### src/rtl/rot_pkg.sv
// Shared definitions for the rotator input stage: default widths and skid-buffer FSM encodings.
package rot_pkg;

    localparam int ROT_W     = 8;
    localparam int ROT_AMT_W = 3;

    typedef enum logic [1:0] {
        ST_EMPTY = 2'd0,
        ST_ONE   = 2'd1,
        ST_FULL  = 2'd2
    } rot_state_e;

endpackage

### src/rtl/rot_skid_buf.sv
// Generic 2-entry valid/ready skid buffer with a registered output word and a registered s_ready,
// so neither the downstream data nor the upstream ready is driven from combinational logic.
module rot_skid_buf
    import rot_pkg::*;
#(
    parameter int PW = 11
) (
    input  logic          clk,
    input  logic          rst_n,
    input  logic          s_valid,
    output logic          s_ready,
    input  logic [PW-1:0] s_data,
    output logic          m_valid,
    input  logic          m_ready,
    output logic [PW-1:0] m_data
);

    rot_state_e    r_state;
    rot_state_e    w_state_nxt;
    logic          r_s_ready;
    logic          r_m_valid;
    logic [PW-1:0] r_out;
    logic [PW-1:0] r_skid;
    logic          w_s_fire;
    logic          w_m_fire;
    logic          w_load_in;
    logic          w_load_from_skid;
    logic          w_cap_skid;

    assign w_s_fire = s_valid & r_s_ready;
    assign w_m_fire = r_m_valid & m_ready;

    always_ff @(posedge clk or negedge rst_n) begin
        if (!rst_n) begin
            r_state <= ST_EMPTY;
        end else begin
            r_state <= w_state_nxt;
        end
    end

    always_comb begin
        w_state_nxt = r_state;
        case (r_state)
            ST_EMPTY: if (w_s_fire) w_state_nxt = ST_ONE;
            ST_ONE: begin
                if (w_s_fire && !w_m_fire) begin
                    w_state_nxt = ST_FULL;
                end else if (w_m_fire && !w_s_fire) begin
                    w_state_nxt = ST_EMPTY;
                end
            end
            ST_FULL:  if (w_m_fire) w_state_nxt = ST_ONE;
            default:  w_state_nxt = ST_EMPTY;
        endcase
    end

    // A load into the output register happens either straight from upstream or from the skid slot.
    always_comb begin
        w_load_in        = 1'b0;
        w_load_from_skid = 1'b0;
        w_cap_skid       = 1'b0;
        case (r_state)
            ST_EMPTY: w_load_in = w_s_fire;
            ST_ONE: begin
                w_load_in  = w_s_fire & w_m_fire;
                w_cap_skid = w_s_fire & ~w_m_fire;
            end
            ST_FULL:  w_load_from_skid = w_m_fire;
            default: ;
        endcase
    end

    always_ff @(posedge clk or negedge rst_n) begin
        if (!rst_n) begin
            r_s_ready <= 1'b0;
            r_m_valid <= 1'b0;
            r_out     <= '0;
            r_skid    <= '0;
        end else begin
            r_s_ready <= (w_state_nxt != ST_FULL);
            r_m_valid <= (w_state_nxt != ST_EMPTY);
            if (w_load_in) begin
                r_out <= s_data;
            end else if (w_load_from_skid) begin
                r_out <= r_skid;
            end
            if (w_cap_skid) begin
                r_skid <= s_data;
            end
        end
    end

    assign s_ready = r_s_ready;
    assign m_valid = r_m_valid;
    assign m_data  = r_out;

endmodule

### src/rtl/rot_in_stage.sv
// Registered input stage feeding the combinational right-rotator.
// Optional ROT_DIR_EN adds s_dir and converts left rotates to the equivalent right amount at capture.
module rot_in_stage
    import rot_pkg::*;
#(
    parameter int W     = ROT_W,
    parameter int AMT_W = $clog2(W)
) (
    input  logic             clk,
    input  logic             rst_n,
    input  logic             s_valid,
    output logic             s_ready,
    input  logic [W-1:0]     s_data,
    input  logic [AMT_W-1:0] s_amt,
`ifdef ROT_DIR_EN
    input  logic             s_dir,
`endif
    output logic             m_valid,
    input  logic             m_ready,
    output logic [W-1:0]     m_a,
    output logic [AMT_W-1:0] m_amt
);

    localparam int PW = W + AMT_W;

    logic [AMT_W-1:0] w_amt;
    logic [PW-1:0]    w_m_data;

`ifdef ROT_DIR_EN
    // Left by n equals right by (W - n) mod W; two's-complement negation at AMT_W bits gives that.
    function automatic logic [AMT_W-1:0] norm_amt(input logic [AMT_W-1:0] amt, input logic dir);
        return dir ? ((~amt) + AMT_W'(1)) : amt;
    endfunction

    assign w_amt = norm_amt(s_amt, s_dir);
`else
    assign w_amt = s_amt;
`endif

    rot_skid_buf #(
        .PW(PW)
    ) u_skid (
        .clk    (clk),
        .rst_n  (rst_n),
        .s_valid(s_valid),
        .s_ready(s_ready),
        .s_data ({s_data, w_amt}),
        .m_valid(m_valid),
        .m_ready(m_ready),
        .m_data (w_m_data)
    );

    assign m_a   = w_m_data[PW-1:AMT_W];
    assign m_amt = w_m_data[AMT_W-1:0];

endmodule
### config.mk
export PLATFORM = sky130hd
export DESIGN_NAME = rot_in_stage
export DESIGN_NICKNAME = d
export VERILOG_FILES = /design/src/rtl/rot_pkg.sv /design/src/rtl/rot_skid_buf.sv /design/src/rtl/rot_in_stage.sv
export SDC_FILE = /design/constraint.sdc
export NUM_CORES = 1
export LEC_CHECK = 0
export ABC_AREA = 0
export BUFFER_PORTS_ARGS = -buffer_cell sky130_fd_sc_hd__buf_4
export CORE_UTILIZATION = 55
export DETAILED_ROUTE_END_ITERATION = 16
export GPL_TIMING_DRIVEN = 0
export PLACE_DENSITY = 0.81
export SLEW_MARGIN = 10
export SYNTH_ARGS = -nofsm -noshare
export SYNTH_HDL_FRONTEND = slang
export SYNTH_SLANG_ARGS = --single-unit
### constraint.sdc
create_clock -name clk -period 4.85 [get_ports clk]
set_clock_uncertainty 0.1 [all_clocks]
set_input_delay 0 -clock clk [delete_from_list [all_inputs] [get_ports clk]]
set_output_delay 0 -clock clk [all_outputs]
set_load 0.01 [all_outputs]
==> flow_summary.toml, run 1 <==
[detailed_routing]
num_vias = 760
drc = 0
first_pass_iters = 4
drt-initial-drc-count = 5
detail_route.wl_per_cell_um = 14.48
ant_nets = 0
routed_wl_um = 2158
via_per_inst = 5.101

[logic_synthesis]
synth_top_cell_by_area = "dfrtp_1"
synthDistinctLibCells = 18
synth_cells = 77
syn_nets = 92
synth_top_area_share_pct = 52.85
ys_warn_count = 0
synth_common_cells = "26 x dfrtp_1, 20 x mux2_4, 11 x mux2_2"
netlist_area_sq_um = 1231
ys_ff_latch = 26
synth_edf_count = 0
yosysMostFrequentCell = "dfrtp_1"
async_reset_ff_share_pct = 100.0
ys_top_cells_by_area = "dfrtp_1 53%, mux2_4 24%, mux2_2 10%, mux2_1 1.8%, buf_4 1.2%"
synthFlopType = "dfrtp_1"
synth_seq_area_share_pct = 52.85
avgSynthCellArea_sq_um = 15.99

[critical_path]
cp_slowest_cell = "dfrtp_1"
worst_setup_path_end_kind = "flop"
critPathMaxFanout = 10
crit_path_start_kind = "flop"
cp.arrival_ns = 1.76
max_stage_delay_ns = 0.45
required_ns = 4.97
path_class = "reg -> reg"
cp_cell_sequence = "and3b_2 > nand2_1 > buf_4 > mux2_2"

[timing]
tns_ns = 0
finalSetupViolCount = 0
drv_slew = 0
rsz0062_at_grt = "false"
finalCritPeriodShare_pct = 33.70
worst_pin_slew_ns = 0.3184
holdWs_ns = -0.00002121
hold_violations = 1
finalWorstSetupSlack_ns = 3.215
period_needed_ns = 1.635
slew_headroom_pct = 78.77
fmax_mhz = 611.8

[cts]
cts_tree = "done"
cts_num_sinks = 26
numCtsBuffers = 3
post_cts_buffers = 0
clock-root-buffer = "clkbuf_4"
cts_buffer_depth = 2
path_clk_slew_ns = 0.14
insertion_delay_ns = 0.32
htreeDepth = 1

[cells_and_area]
diodes = 0
fillCellCount = 127
multi_input_area_sq_um = 554.3
area.sequential_sq_um = 650.6
drive_gt1_share_pct = 55.74
syn_to_final_growth_pct = 34.86
final_nets = 138

[global_route]
grt_usage_pct = 19.66
grt_max_degree = 27
antenna_found_initial = 0
grt_pass1_wl_um = 3567
overflow = 0
grt_pass1_vias = 764

[die]
core_sq_um = 2042
io_pins = 28
dieWidth_um = 49.31
start_util_pct = 60.29
rows = 16
die-area_sq_um = 2431
die_h_um = 49.31

[power_and_ir_drop]
ir_drop_uv = 404.4
p_per_area_nw_per_um2 = 613.2
cellLeakagePower_nw = 0.8219

[placement]
pre_cts_ws_ns = 3.217
place_hpwl_um = 1471
portBuffers = 27
routabilityCongestion = 0.8179

[run]
maxCapViolCount = 0

[status]
violations = "hold timing"
status = "finished, violations left"

[hold_path]
min_path_type = "in -> async"
routing by layer:
layer / wire length [um] / track usage (%) / vias to the layer above
li1: - / - / 366
met1: 989 / 27.08 / 377
met3: 56 / 1.869 / 2
met2: 1107 / 32.88 / 15
met5: 0 / 0 / -
met4: 6 / 5.882 / 0
through the flow:
step                util, %  hold slack, ns  total power [mW]  area [sq um]  std cells
floorplan                 -         -0.3956            0.7160          1231         77
global placement      71.88         -0.1797            0.8448          1468        131
detailed placement    71.88         -0.1752            0.8662          1468        131
CTS                   81.31        0.002013             1.024          1660        149
global route          81.31         0.02783             1.072          1660        149
finish                81.31     -0.00002121             1.018          1660        149
final cells by class:
| cell class | instances | share of cell area [%] |
|---|---|---|
| Buffer | 3 | 1.583 |
| Timing Repair Buffer | 41 | 20.65 |
| Clock buffer | 3 | 1.356 |
| Tap cell | 27 | 2.035 |
| Sequential cell | 26 | 39.19 |
| Multi-Input combinational cell | 48 | 33.38 |
| Clock inverter | 1 | 1.809 |
flip-flops by register name, summed over array words and instances, names as in the netlist:
| name | cells |
|---|---|
| u_skid.s_ready | 1 |
| u_skid.m_data | 11 |
| u_skid.r_state | 2 |
| u_skid.m_valid | 1 |
| u_skid.r_skid | 11 |
cells by family (layout without fill, tap and decap cells):
kind of cell	after synthesis	count (layout)	synth area share (%)
flops	26	26	52.85
simple gates	7	7	4.269
compound gates	7	7	3.659
buf+inv	3	48	2.134
mux	34	34	37.09
critical path: cells and delay by family, from the launching register on:
kind,cells,cell delay (ns)
multiplexers,1,0.36
buffers and inverters,1,0.23
flip-flops,1,0.45
AND/OR/NAND/NOR,2,0.41
final timing paths:
kind / startpoint / endpoint / slack (ns) / cells past startpoint
max in group asynchronous: rst_n / u_skid.r_skid[2] / 4.40 / 2
worst min-delay path: rst_n / u_skid.r_skid[10] / -0.00002 / 2
worst max register to register: u_skid.r_state[1] / u_skid.r_skid[7] / 3.22 / 4
worst max-delay path: u_skid.r_state[1] / u_skid.r_skid[7] / 3.22 / 4
worst min register to register: u_skid.r_state[0] / u_skid.r_state[0] / 0.41 / 1
min in group clk: s_data[5] / u_skid.m_data[8] / 0.35 / 3
power breakdown:
part	switching [mW]	internal (mW)
sequential	0.0694	0.327
combinational	0.162	0.313
clock	0.0632	0.0835
total	0.294	0.724
cell usage in the layout, fill, tap and decap left out:
master	n
mux2_2	11
o21ai_0	2
or2b_1	1
a21oi_1	2
and3b_2	1
clkbuf_4	3
nand2b_1	1
mux2_1	2
nand2_1	2
o21a_1	1
mux2i_1	1
a21boi_2	1
mux2_4	20
o22ai_1	1
dlygate4sd3_1	14
nand4b_2	1
buf_6	1
dfrtp_1	26
and2_1	1
buf_4	29
bufinv_16	1
timing repair:
item | in CTS | in global routing
gates resized for setup | 0 | 0
hold buffers | 14 | 0
endpoints found under the hold margin | 51 | 0
Power figures use the tool's default switching activity.
==> run 2, diff against run 1 <==
- ABC_AREA: 0 -> 1
- CORE_UTILIZATION: 55 -> 48
- PLACE_DENSITY: 0.81 -> 0.74
- clock period: 4.85 -> 1.4 ns (I/O delays scaled with it)
==> flow_summary.toml, run 2 <==
[status]
status = "finished, final reports clean"

[timing]
slew_headroom_pct = 77.93
finalSetupViolCount = 0
worst_pin_slew_ns = 0.3311
tns_ns = 0
rsz0062_at_grt = "false"
finalWorstSetupSlack_ns = 0.08448
finalCritPeriodShare_pct = 93.97
drv_slew = 0
hold_violations = 0
fmax_mhz = 760.2
period_needed_ns = 1.316

[cells_and_area]
area.sequential_sq_um = 650.6
fillCellCount = 218
multi_input_area_sq_um = 525.5
final_common_cell = "nand2_1"
fin_util_pct = 68.49
most-common-layout-cells = "49 x nand2_1, 33 x nand3_1, 32 x buf_4"
drive_gt1_share_pct = 30.85
final_nets = 217
diodes = 0
syn_to_final_growth_pct = 32.04

[detailed_routing]
first_pass_iters = 5
drt-initial-drc-count = 34
via_per_inst = 5.017
routed_wl_um = 2771
ant_nets = 0
drc = 0
detail_route.wl_per_cell_um = 12.00
num_vias = 1159

[die]
die-area_sq_um = 2964
core_sq_um = 2545
dieWidth_um = 54.44
start_util_pct = 51.87
rows = 18
io_pins = 28
die_h_um = 54.44

[hold_path]
min_path_type = "in -> async"

[cts]
clock-root-buffer = "clkbuf_4"
cts_buffer_depth = 2
insertion_delay_ns = 0.32
htreeDepth = 1
cts_num_sinks = 26
numCtsBuffers = 3
path_clk_slew_ns = 0.14
cts_tree = "done"

[logic_synthesis]
ys_top_cells_by_area = "dfrtp_1 49%, nand2_1 14%, nand3_1 13%, o21ai_2 7.3%, buf_6 4.3%"
yosysMostFrequentCell = "nand2_1"
ys_warn_count = 0
synth_seq_area_share_pct = 49.29
netlist_area_sq_um = 1320
synth_common_cells = "50 x nand2_1, 33 x nand3_1, 26 x dfrtp_1, 15 x inv_1, 11 x o21ai_2"
synth_top_area_share_pct = 49.29
syn_nets = 171
async_reset_ff_share_pct = 100.0
ys_ff_latch = 26
synthDistinctLibCells = 15
synthFlopType = "dfrtp_1"
synth_top_cell_by_area = "dfrtp_1"
synth_edf_count = 0
avgSynthCellArea_sq_um = 8.462
synth_cells = 156

[critical_path]
required_ns = 1.53
path_class = "reg -> reg"
crit_top_cell = "nand2_1"
crit_start = "u_skid.s_ready"
timing.rr.start = "u_skid.s_ready"
cp_cell_sequence = "nand2_2 > nor2_4 > buf_4 > nand3_1 > nand2_1 > nand2_1"
worst_setup_path_end_kind = "flop"
critPathMaxFanout = 6
cp.arrival_ns = 1.44
cp_slowest_cell = "dfrtp_1"
crit_path_start_kind = "flop"
max_stage_delay_ns = 0.39

[power_and_ir_drop]
ir_drop_uv = 1184
p_per_area_nw_per_um2 = 2043
cellLeakagePower_nw = 0.9521

[global_route]
overflow = 0
grt_pass1_wl_um = 4395
grt_max_degree = 27
antenna_found_initial = 0
grt_pass1_vias = 1032
grt_usage_pct = 21.06

[placement]
routabilityCongestion = 0.7998
portBuffers = 27
pre_cts_ws_ns = 0.1048
place_hpwl_um = 1922

[run]
maxCapViolCount = 0
==> run 2: cell count changes after synthesis, sizes merged, moves of 5 or more <==
cell	before	now
mux2	33	0
inv	0	16
nand3	0	33
nor2	0	5
buf	3	9
o21ai	2	11
nand2	2	54
==> run 2: where the power goes <==
group	internal, mW	switching (mW)
sequential	1.12	0.226
combinational	0.836	0.997
clock	0.159	0.219
==> run 2: worst max-delay path: cells and delay by family (launching register included) <==
kind / cells / cell delay, ns
AND/OR/NAND/NOR: 5 / 0.54
buffers and inverters: 1 / 0.19
flip-flops: 1 / 0.39
==> run 2: timing repair <==
item / CTS / global route
setup endpoints to repair: 0 / 6
resized for setup: 0 / 7
hold buffers: 12 / 0
buffers inserted: 0 / 1
hold endpoints to repair: 48 / 0
==> run 2: per-layer routing <==
layer,part of all wire [%],GRT usage (%),vias up
li1,-,-,588
met1,46,29.04,532
met2,48,33.94,37
met3,5.1,2.500,2
met4,0.54,7.265,0
met5,0,0,-
==> run 2: per-stage QoR <==
step                      instance area [sq um]  hold slack (ns)  instances  power, mW
after floorplan                            1320          -0.3956        156      2.513
after global placement                     1560          -0.1772        213      3.047
after detailed placement                   1560          -0.1728        213      3.111
after CTS                                  1717         0.005700        229      3.515
after global routing                       1743         0.009093        231      3.871
final                                      1743         0.002416        231      3.560
==> run 2: area by class of cell <==
cell class	instances	share of cell area [%]
repair buffers	41	19.38
multi-input cells	104	30.15
flip-flops and latches	26	37.33
inverters	17	3.733
clock buffers	4	2.082
well taps	30	2.154
plain buffers	9	5.169
==> run 2: worst paths after layout <==
check | endpoint | slack (ns) | cells after the start
hold / removal | u_skid.r_skid[6] | 0.002 | 2
max in group asynchronous | u_skid.r_skid[3] | 0.95 | 2
hold reg to reg | u_skid.r_skid[4] | 0.40 | 2
setup / recovery | u_skid.m_data[0] | 0.08 | 6
setup reg to reg | u_skid.m_data[0] | 0.08 | 6
min in group clk | u_skid.r_state[0] | 0.03 | 6
==> run 2: kinds of logic (layout without fill, tap and decap cells) <==
| group | Yosys count | count (layout) | share of synthesized area [%] |
|---|---|---|---|
| AOI/OAI and AO/OA | 12 | 12 | 7.677 |
| buffers and inverters | 26 | 71 | 11.09 |
| DFF | 26 | 26 | 49.29 |
| and+or+nand+nor | 92 | 92 | 31.94 |
